[src/rtl/block_stream_emitter.sv]
// block_stream_emitter: serialises BEGIN/END/WORD/SPACE commands into a space-separated ASCII stream; BLOCK_EMITTER_UPPERCASE_EN selects uppercase keywords
module block_stream_emitter #(
  parameter int DEPTH_W = 4
) (
  input  logic               clk,
  input  logic               reset,
  input  logic               cmd_valid,
  input  logic [1:0]         cmd,
  output logic               cmd_ready,
  output logic [7:0]         out_char,
  output logic               out_valid,
  input  logic               out_ready,
  output logic [DEPTH_W-1:0] depth,
  output logic               err,
  output logic               balanced
);
  localparam logic IDLE = 1'b0;
  localparam logic EMIT = 1'b1;
  localparam logic [1:0] C_BEGIN = 2'd0;
  localparam logic [1:0] C_END   = 2'd1;
  localparam logic [1:0] C_WORD  = 2'd2;
  localparam logic [DEPTH_W-1:0] ONE = 1;
  // Words are left-aligned so byte 5 is always the first character.
`ifdef BLOCK_EMITTER_UPPERCASE_EN
  localparam logic [47:0] S_BEGIN = "BEGIN ";
  localparam logic [47:0] S_END   = {"END ", 16'h0};
  localparam logic [47:0] S_WORD  = {"X ", 32'h0};
`else
  localparam logic [47:0] S_BEGIN = "begin ";
  localparam logic [47:0] S_END   = {"end ", 16'h0};
  localparam logic [47:0] S_WORD  = {"x ", 32'h0};
`endif
  localparam logic [47:0] S_SPACE = {8'h20, 40'h0};

  logic               state_q, state_d;
  logic [1:0]         cmd_q, cmd_d;
  logic [2:0]         idx_q, idx_d;
  logic [DEPTH_W-1:0] depth_q, depth_d;
  logic               err_q, err_d;
  logic               accept, illegal, last, good;
  logic [2:0]         len;
  logic [5:0][7:0]    rom;

  // Character ROM and word length selected by the latched command.
  always_comb begin
    rom = cmd_q == C_BEGIN ? S_BEGIN : cmd_q == C_END ? S_END : cmd_q == C_WORD ? S_WORD : S_SPACE;
    len = cmd_q == C_BEGIN ? 3'd6 : cmd_q == C_END ? 3'd4 : cmd_q == C_WORD ? 3'd2 : 3'd1;
    last = idx_q == len - 3'd1;
  end

  // Acceptance, legality and next-state; depth moves at acceptance, not at end of emission.
  always_comb begin
    accept  = cmd_valid && state_q == IDLE;
    illegal = (cmd == C_END && depth_q == '0) || (cmd == C_BEGIN && depth_q == '1);
    good    = accept && !illegal;
    state_d = state_q == IDLE ? (good ? EMIT : IDLE) : (out_ready && last ? IDLE : EMIT);
    cmd_d   = accept ? cmd : cmd_q;
    idx_d   = state_q == IDLE ? 3'd0 : out_ready ? (last ? 3'd0 : idx_q + 3'd1) : idx_q;
    depth_d = good && cmd == C_BEGIN ? depth_q + ONE : good && cmd == C_END ? depth_q - ONE : depth_q;
    err_d   = err_q || (accept && illegal);
  end

  // State registers, cleared asynchronously so a partial word is abandoned at once.
  always_ff @(posedge clk or posedge reset) begin
    if (reset) begin
      state_q <= IDLE;
      cmd_q   <= 2'd0;
      idx_q   <= 3'd0;
      depth_q <= '0;
      err_q   <= 1'b0;
    end else begin
      state_q <= state_d;
      cmd_q   <= cmd_d;
      idx_q   <= idx_d;
      depth_q <= depth_d;
      err_q   <= err_d;
    end
  end

  assign cmd_ready = state_q == IDLE;
  assign out_valid = state_q == EMIT;
  assign out_char  = state_q == EMIT ? rom[3'd5 - idx_q] : 8'h00;
  assign depth     = depth_q;
  assign err       = err_q;
  assign balanced  = depth_q == '0 && !err_q;
endmodule

[config.mk]
export PLATFORM = sky130hd
export DESIGN_NAME = block_stream_emitter
export DESIGN_NICKNAME = d
export VERILOG_FILES = /design/src/rtl/block_stream_emitter.sv
export SDC_FILE = /design/constraint.sdc
export NUM_CORES = 1
export LEC_CHECK = 0
export ABC_AREA = 1
export CORE_MARGIN = 2
export CORE_UTILIZATION = 50
export CTS_BUF_LIST = sky130_fd_sc_hd__clkbuf_4
export CTS_CLUSTER_SIZE = 16
export DETAILED_ROUTE_END_ITERATION = 7
export PLACE_DENSITY = 0.81
export SLEW_MARGIN = 20
export SYNTH_ARGS = -nofsm -noshare
export SYNTH_HDL_FRONTEND = slang
export SYNTH_SLANG_ARGS = --single-unit
[constraint.sdc]
create_clock -name clk -period 2.75 [get_ports clk]
set_clock_uncertainty 0.15 [all_clocks]
set_input_delay 0.4125 -clock clk [delete_from_list [all_inputs] [get_ports clk]]
set_output_delay 0.4125 -clock clk [all_outputs]
set_load 0.01 [all_outputs]
==> key figures <==
Status
  • Status: finished clean

Synthesis
  • Synthesized area per cell: 7.16 um^2
  • Cell Area, Synth: 888 um^2
  • YS warnings: 0
  • Synth Net Count: 135
  • Synth unique cells: 30
  • Sequential share of the synthesized area: 31.0%
  • Post-Syn Instances: 124
  • Top post-synthesis cells by area: dfrtp_1, nand2_1, a21oi_1
  • Post-synth top area cell: dfrtp_1
  • FF+latch count, synth: 11
  • Area share of the largest cell type after synthesis: 31.0%

Global route
  • First-pass GRT wire length: 3350 um
  • Vias in the first global route: 771
  • Total GRT Usage: 21.9%
  • Remaining Overflow, GRT: 0
  • Largest net degree at the start of global routing: 12
  • Initial antenna violation count: 0

Clocking
  • Clock Sinks: 11
  • Cts bufs inserted: 3
  • Worst-Skew Late Latency: 0.28 ns
  • Clock buffer depth: 2
  • CTS tree: yes
  • Clock transition at path regs: 0.08 ns
  • Clock Tree Root: clkbuf_4
  • Count of hold buffers inserted by post-cts repair: 0
  • Number of gates resized after CTS: 0
  • Setup Fix Bufs, Post-CTS: 0
  • H-tree depth: 1

Timing
  • Worst Hold Slack: 0.275 ns
  • PnR worst setup slack: 0.193 ns
  • Setup Viol. Count Final: 0
  • Final number of hold-violating endpoints: 0
  • Fin crit period: 2.56 ns
  • Final period utilization: 93.0%
  • Fin Setup TNS: 0 ns
  • Max-slew violations: 0
  • RSZ-0062 raised after global routing: false
  • Achievable clock frequency: 0.391 GHz

Routing
  • Vias: 896
  • Via-to-Cell Ratio: 5.50
  • Iter 0 DRT Violations: 27
  • Drt wl/cell: 12.0 um
  • Drt drc: 0
  • Pre-Repair DR Iteration Count: 4
  • DRT antenna net count: 0
  • WL final: 1960 um

Placement
  • Post-Place Worst Slack: 0.0450 ns
  • Area post-placement: 1100 um^2
  • Detailed Place HPWL: 1510 um
  • PortBufs: 20
  • Routability congestion estimate from global placement: 0.859

Floorplanning
  • Die area: 2130 um^2
  • # rows: 15
  • Die X: 46.2 um
  • Starting Density: 52.6%
  • Die height: 46.2 um
  • Core ar.: 1690 um^2
  • IO Pins: 22

Cells and area
  • Number of diodes: 0
  • Fin util: 66.6%
  • Post-layout nets: 158
  • Final Cell Area: 1120 um^2
  • P&R area growth vs syn: 26.6%
  • Layout cells sized above 1: 12.3%

Critical path
  • CP endpoint kind: output port
  • Setup CP Type: reg -> out
  • Worst EP required: 2.19 ns
  • CP arrival: 1.99 ns
  • Crit path max fanout: 9
  • CP Launch Type: flip-flop

Pwr
  • VDD IR-drop max: 0.739 mV
  • Pwr Density: 1240 nW/um^2
  • Leak: 0.527 nW

Min path
  • Hold crit path type: in -> async

Job
  • Max_cap viols: 0
-- layer usage --
layer  global-route usage (%)  routed length, um
met1                     27.3                841
met3                     3.92                102
met5                        0                  0
met4                     9.14                 40
met2                     36.9                974
-- cells by family after synthesis --
logic type      share of synthesized area, %
flops                                   31.0
other cells                            0.422
simple gates                            32.4
fa+ha+maj                               7.89
xor+xnor                                3.94
compound gates                          16.3
buf+inv                                 8.03
-- state kept, by name, summed over array words and instances, names as in the netlist --
register	cells
depth	4
idx_q	3
cmd_q	2
err	1
out_valid	1
-- path summary, 6_finish.rpt --
check                              start     endpoint  slack (ns)  cells after the start
worst min register to register       err          err        0.37                      1
worst min-delay path               reset     idx_q[2]        0.28                      2
worst max-delay path            idx_q[1]  out_char[5]        0.19                      9
max in group asynchronous          reset     depth[3]        1.87                      2
worst max register to register  depth[0]     depth[3]        0.50                     12
min in group clk                     err          err        0.37                      1
-- power breakdown --
part,total [W],switching [W],internal (W)
registers,0.000346,0.000113,0.000233
clock network,0.000115,0.0000608,0.0000541
logic,0.000933,0.000476,0.000458
-- critical path: stages (launching register included) --
cell and delay [ns]:
dfrtp_1 0.43, inv_2 0.16, nand2_1 0.08, nand2_2 0.09, inv_2 0.06, nor2_2 0.13
inv_2 0.05, o21ai_2 0.05, o21a_1 0.13, clkdlybuf4s50_1 0.52
-- cells in the final DEF (no fill, tap or decap), drive strengths merged, types with 2 or more instances in the layout --
| master | count |
|---|---|
| clkbuf | 3 |
| dfrtp | 11 |
| xnor2 | 3 |
| o21bai | 2 |
| o211ai | 2 |
| clkdlybuf4s50 | 20 |
| inv | 15 |
| o21ai | 8 |
| nor2 | 12 |
| nand2 | 37 |
| ha | 4 |
| nand4 | 2 |
| nand3 | 7 |
| nor3 | 2 |
| a21oi | 11 |
-- synth_stat cells --
| cell type | number |
|---|---|
| nand4_1 | 2 |
| nand3_4 | 1 |
| inv_2 | 4 |
| or2_4 | 1 |
| xnor2_1 | 3 |
| ha_1 | 4 |
| conb_1 | 1 |
| o2111ai_1 | 1 |
| xor2_1 | 1 |
| nand2_4 | 1 |
| dfrtp_1 | 11 |
| o21ai_2 | 1 |
| nand2_1 | 33 |
| o211ai_1 | 2 |
| o21bai_1 | 2 |
| inv_1 | 10 |
| o21ai_1 | 1 |
| buf_4 | 1 |
| buf_2 | 1 |
| fa_1 | 1 |
| o21a_1 | 1 |
| nand3_1 | 6 |
| a21oi_1 | 11 |
| nor2_4 | 1 |
| nor2_2 | 1 |
| nor3_1 | 2 |
| o21ai_0 | 6 |
| inv_4 | 1 |
| nand2_2 | 3 |
| nor2_1 | 10 |
-- stage by stage --
step,instances,power [W]
after detailed placement,159,0.00128
after floorplan,124,0.000905
after global routing,163,0.00154
final,163,0.00139
after global placement,159,0.00126
after CTS,163,0.00140
-- area by class of cell --
type	instances	area, um^2
fillers	148	564
multi-input cells	96	542
flip-flops and latches	11	275
repair buffers	20	200
inverters	15	58.8
clock buffers	3	22.5
well taps	17	21.3
clock inverters	1	5.00
No activity file was read; power rests on OpenSTA's default activity.
